File: config.mk
export PLATFORM = sky130hd
export DESIGN_NAME = kala_chakra_elastic_pipe
export DESIGN_NICKNAME = d
export VERILOG_FILES = /design/src/rtl/kala_chakra_elastic_pipe.sv
export SDC_FILE = /design/constraint.sdc
export NUM_CORES = 2
export LEC_CHECK = 0
export ABC_AREA = 1
export CELL_PAD_IN_SITES_DETAIL_PLACEMENT = 0
export CELL_PAD_IN_SITES_GLOBAL_PLACEMENT = 2
export CORE_UTILIZATION = 30
export CTS_CLUSTER_SIZE = 8
export DETAILED_ROUTE_END_ITERATION = 6
export DONT_BUFFER_PORTS = 1
export HOLD_SLACK_MARGIN = 0.12
export PLACE_DENSITY = 0.64
export SLEW_MARGIN = 20
export SYNTH_ARGS = -nofsm -noshare
export SYNTH_HDL_FRONTEND = slang
export SYNTH_SLANG_ARGS = --single-unit
File: constraint.sdc
create_clock -name clk -period 6.7 [get_ports clk]
set_input_delay 2.01 -clock clk [delete_from_list [all_inputs] [get_ports clk]]
set_output_delay 2.01 -clock clk [all_outputs]
set_load 0.01 [all_outputs]
File: src/rtl/kala_chakra_elastic_pipe.sv
// kala_chakra_elastic_pipe: depth-configurable elastic pipeline with flush, RAW hazard scoreboard and commit accounting
// Ports: clk, rst (sync, active-high); in_valid/in_ready with in_pc/in_rd/in_wen/in_data from issue;
//   out_valid/out_ready with out_pc/out_rd/out_wen/out_data to commit; flush drops all entries;
//   query_rs1/2 -> hazard_rs1/2; stage_active, occupancy, current_rashi, commit_count report state.
module kala_chakra_elastic_pipe #(
   parameter int NUM_STAGES     = 12,
   parameter int DATA_WIDTH     = 32,
   parameter int ADDR_WIDTH     = 32,
   parameter int REG_ADDR_WIDTH = 5
) (
   input  logic                            clk,
   input  logic                            rst,
   input  logic                            in_valid,
   output logic                            in_ready,
   input  logic [ADDR_WIDTH-1:0]           in_pc,
   input  logic [REG_ADDR_WIDTH-1:0]       in_rd,
   input  logic                            in_wen,
   input  logic [DATA_WIDTH-1:0]           in_data,
   output logic                            out_valid,
   input  logic                            out_ready,
   output logic [ADDR_WIDTH-1:0]           out_pc,
   output logic [REG_ADDR_WIDTH-1:0]       out_rd,
   output logic                            out_wen,
   output logic [DATA_WIDTH-1:0]           out_data,
   input  logic                            flush,
   input  logic [REG_ADDR_WIDTH-1:0]       query_rs1,
   input  logic [REG_ADDR_WIDTH-1:0]       query_rs2,
   output logic                            hazard_rs1,
   output logic                            hazard_rs2,
   output logic [NUM_STAGES-1:0]           stage_active,
   output logic [$clog2(NUM_STAGES+1)-1:0] occupancy,
   output logic [$clog2(NUM_STAGES)-1:0]   current_rashi,
   output logic [31:0]                     commit_count
);
   localparam int OW = $clog2(NUM_STAGES+1);
   localparam int RW = $clog2(NUM_STAGES);
   typedef struct packed {
      logic [ADDR_WIDTH-1:0]     pc;
      logic [REG_ADDR_WIDTH-1:0] rd;
      logic                      wen;
      logic [DATA_WIDTH-1:0]     data;
   } ent_t;
   ent_t [NUM_STAGES-1:0] ent_q, ent_d, src_e;
   logic [NUM_STAGES-1:0] vld_q, vld_d, src_v, rdy, ld, live;
   logic                  rdy_c, accept, commit;
   logic [RW-1:0]         rashi_q, rashi_d;
   logic [31:0]           count_q, count_d;
   // Ready ripples back from the output: a stage can load if it is empty or its successor moves.
   always_comb begin
      rdy_c = out_ready;
      rdy = '0;
      for (int k = NUM_STAGES-1; k >= 0; k--) begin
         rdy_c = ~vld_q[k] | rdy_c;
         rdy[k] = rdy_c;
      end
   end
   assign in_ready  = rdy[0] & ~flush;
   assign accept    = in_valid & in_ready;
   assign out_valid = vld_q[NUM_STAGES-1] & ~flush;
   assign commit    = out_valid & out_ready;
   // Stage k is fed by stage k-1; stage 0 is fed by the input port.
   assign src_v = {vld_q[NUM_STAGES-2:0], accept};
   assign src_e = {ent_q[NUM_STAGES-2:0], {in_pc, in_rd, in_wen, in_data}};
   // Payload moves only with a valid entry so idle inputs never reach the registers.
   assign ld    = rdy & src_v & {NUM_STAGES{~flush}};
   assign vld_d = flush ? '0 : (rdy & src_v) | (~rdy & vld_q);
   always_comb begin
      ent_d = ent_q;
      for (int k = 0; k < NUM_STAGES; k++) ent_d[k] = ld[k] ? src_e[k] : ent_q[k];
   end
   // The entry leaving this cycle no longer blocks a reader.
   assign live = vld_q & ~{commit, {(NUM_STAGES-1){1'b0}}};
   always_comb begin
      hazard_rs1 = 1'b0;
      hazard_rs2 = 1'b0;
      occupancy  = '0;
      for (int k = 0; k < NUM_STAGES; k++) begin
         hazard_rs1 = hazard_rs1 | (live[k] & ent_q[k].wen & (ent_q[k].rd == query_rs1));
         hazard_rs2 = hazard_rs2 | (live[k] & ent_q[k].wen & (ent_q[k].rd == query_rs2));
         occupancy  = occupancy + OW'(vld_q[k]);
      end
      hazard_rs1 = hazard_rs1 & (|query_rs1);
      hazard_rs2 = hazard_rs2 & (|query_rs2);
   end
   assign rashi_d = commit ? (rashi_q == RW'(NUM_STAGES-1) ? '0 : rashi_q + RW'(1)) : rashi_q;
   assign count_d = count_q + 32'(commit);
   always_ff @(posedge clk) begin
      if (rst) begin
         vld_q   <= '0;
         ent_q   <= '0;
         rashi_q <= '0;
         count_q <= '0;
      end else begin
         vld_q   <= vld_d;
         ent_q   <= ent_d;
         rashi_q <= rashi_d;
         count_q <= count_d;
      end
   end
   assign stage_active  = vld_q;
   assign current_rashi = rashi_q;
   assign commit_count  = count_q;
   assign out_pc        = ent_q[NUM_STAGES-1].pc;
   assign out_rd        = ent_q[NUM_STAGES-1].rd;
   assign out_wen       = ent_q[NUM_STAGES-1].wen;
   assign out_data      = ent_q[NUM_STAGES-1].data;
endmodule

==> flow_summary.yaml <==
cts:
  cts_hold_repair.buffers: 0
  cts_root_buf: "sky130_fd_sc_hd__clkbuf_16"
  tritoncts: "done"
  clk_path_buf_depth: 3
  cts_setup_buffers: 0
  clock_net_sink_count: 888
  insertion_delay_ps: 690
  cts_h_tree_lvls: 3
  numCtsBuffers: 121
  cts-resized-gates: 0
  path_clk_slew_ps: 50
sta:
  fin_skew_ps: 16.85
  max_slew.worst_pin.slew_ps: 937.9
  report.final.hold_viol_count: 0
  fraction_of_the_cycle_the_final_worst_path_needs_pct: 94.36
  final.setup.tns_ps: 0
  hold_slack_ps: 470.0
  grt_setup_unrepaired: "no"
  setup_ws_ps: 378.1
  min_period_ps: 6322
  max_clock_freq_ghz: 0.1582
  total_setup_violations_reported_at_the_end_of_the_flow: 0
  relSlewSlack_pct: 37.39
  finalMaxSlewViolations: 0
power_and_ir_drop:
  vdd.ir_drop.worst_v: 0.0001935
  power.static_leakage_nw: 15.62
  p_per_area_mw_per_mm2: 291.1
worst_setup_path:
  arrival_ps: 4310
  crit_slowest_cell: "sky130_fd_sc_hd__dfxtp_1"
  cp.required_ps: 4690
  worst_setup_path_end_kind: "output pin"
  critPathTopFamily: "adder cells"
  cp-start-kind: "flip-flop"
  timing.critical_path.buf_inv: 3
  critical_path.max_fanout: 5
  cpPeakStageDelay_ps: 560
  cp_cell_sequence: "fa_1, inv_1, fa_1, fa_1, fa_1, inv_1, ha_1, inv_1, fa_1, xnor2_1"
  worst_path_most_repeated_cell: "sky130_fd_sc_hd__fa_1"
  critical_path_class: "reg -> out"
final_layout:
  antenna_cells_inserted: 0
  layout.cells.most_common_list: "sky130_fd_sc_hd__nor2_1 (1545), sky130_fd_sc_hd__dfxtp_1 (888), sky130_fd_sc_hd__o21ai_0 (713)"
  finalNonFillerCells: 5967
  area_delta_synth_final_pct: 10.69
  multi_input_comb_area_mm2: 0.01384
  most_common_cell_after_layout_fill_and_taps_aside: "sky130_fd_sc_hd__nor2_1"
  final_net_count: 4546
  fillers: 12590
  layout_cell_share_with_drive_strength_beyond_1_pct: 4.422
  final-seq-area_mm2: 0.01778
yosys:
  avgSynthCellArea_um2: 7.390
  synth.ff_latch_count: 888
  syn_nets: 4773
  mappedNetlistArea_mm2: 0.03454
  post_synth_num_cell_types: 44
  synth_cells: 4674
  sequential_element_share_of_the_synthesized_area_pct: 51.47
  yosys_warnings: 0
detailed_routing:
  remaining_antenna_violation_count_after_routing: 0
  routed_via_density: 4.519
  dr_total_vias: 26970
  detail_route.drc_violations: 0
  detailedRoute.firstIterationViolations: 1683
  detail_route.wl_per_cell_um: 16.67
  route.final.wire_length_mm: 99.46
  first_pass_iters: 5
die:
  top_level_ports: 211
  floorplan.initialDensity_pct: 30.25
  rows: 124
  dieHeight_um: 341.3
  die_area_mm2: 0.1165
  die_width_um: 341.3
  core-area_mm2: 0.1142
placed_design:
  dpl.cell_count: 5836
  dpl_worst_slack_ps: 1022
  quantity_of_i_o_buffers_inserted_on_ports: 0
  hpwlAfterDp_mm: 63.15
  gp_routability_congestion: 0.8053
grt:
  grt_util_met1_pct: 27.52
  initial_antenna_violation_count: 1
  global_route.usage.total_pct: 16.92
  grt.busiest_layer: "met1"
  gr-total-overflow: 0
  grt_pass1_wl_mm: 158.9
  grt_max_degree: 151
  first_global_vias: 25980
  groute.layer.met3.usage_pct: 3.083
  grt_util_met2_pct: 22.12
flow_run:
  cap_violations: 0
status:
  status: "finished, final reports clean"
worst_hold_path:
  holdCritPathClass: "reg -> reg"
==> cell families after synthesis <==
family                     share of synthesized area (%)
and+or+nand+nor                                    24.11
AOI/OAI and AO/OA                                  13.98
DFF                                                51.47
buffers and inverters                              8.592
xor gates and xnor gates                           1.192
adders and majority gates                         0.6593
==> per-stage QoR <==
stage          instance area (µm²)  total power, mW  util (%)
2_1_floorplan                34540            5.748         -
3_3_place_gp                 35070            5.836     30.72
3_5_place_dp                 35070            5.835     30.72
4_1_cts                      38230            11.35     33.48
5_1_grt                      38230            11.61     33.48
6_report                     38230            11.13     33.48
==> layout make-up <==
cell class | count | share of cell area (%)
clock inverters | 6 | 0.2978
well taps | 1512 | 4.948
clock buffers | 125 | 7.959
repair buffers | 39 | 0.9622
inverters | 317 | 3.135
multi-input cells | 3080 | 36.20
flip-flops and latches | 888 | 46.50
==> path summary, 6_finish.rpt <==
path                   from          endpoint  slack (ps)  depth (start not counted)
hold reg to reg   ent_q[90]         ent_q[90]         470                          2
setup / recovery  flip-flop      occupancy[2]         380                         10
setup reg to reg  flip-flop  commit_count[28]        3070                         15
hold / removal    ent_q[90]         ent_q[90]         470                          2
==> sequential cells by signal, summed over array words and instances, names as in the netlist, named ones only <==
register / flops
commit_count: 32
out_wen: 1
ent_q: 770
current_rashi: 4
out_rd: 5
out_pc: 32
out_data: 32
==> Yosys cell counts, drive strengths merged <==
master   count  share of area (%)
nor2      1548                 17
dfxtp      888                 51
o21ai      714                 10
nand2      294                3.2
inv        268                2.9
clkbuf     258                2.8
a21oi      163                2.4
buf        131                2.3
nand3      106                1.6
nand4       86                1.7
clkinv      49               0.53
o22ai       36               0.65
nor3        32               0.51
xor2        30               0.76
xnor2       17               0.43
a211oi       7               0.15
a221oi       7               0.18
fa           7               0.41
ha           7               0.25
nor4         4              0.072
o21a         4              0.087
a31oi        3              0.054
nor3b        3              0.065
or2          3              0.054
nand3b       2              0.043
o221ai       2              0.051
o31ai        2              0.043
a22o         1              0.025
and3         1              0.018
o2111ai      1              0.025
==> tightest hold or removal path, stage by stage, from the launching register on <==
cell                      delay [ps]
sky130_fd_sc_hd__dfxtp_1         320
sky130_fd_sc_hd__a21oi_1          40
sky130_fd_sc_hd__nor2_1           80
==> routing by layer <==
| layer | vias up | part of all wire, % |
|---|---|---|
| li1 | 14410 | - |
| met4 | 0 | 1.9 |
| met3 | 131 | 4.4 |
| met2 | 469 | 36 |
| met1 | 11950 | 57 |
| met5 | - | 0 |
==> power by group <==
| part | internal [mW] | leakage (nW) | switching, mW |
|---|---|---|---|
| clock network | 3.19 | 1.55 | 2.22 |
| logic | 0.116 | 6.90 | 0.257 |
| registers | 5.33 | 7.17 | 0.0178 |
| total | 8.64 | 15.6 | 2.49 |
Power figures use the tool's default switching activity.
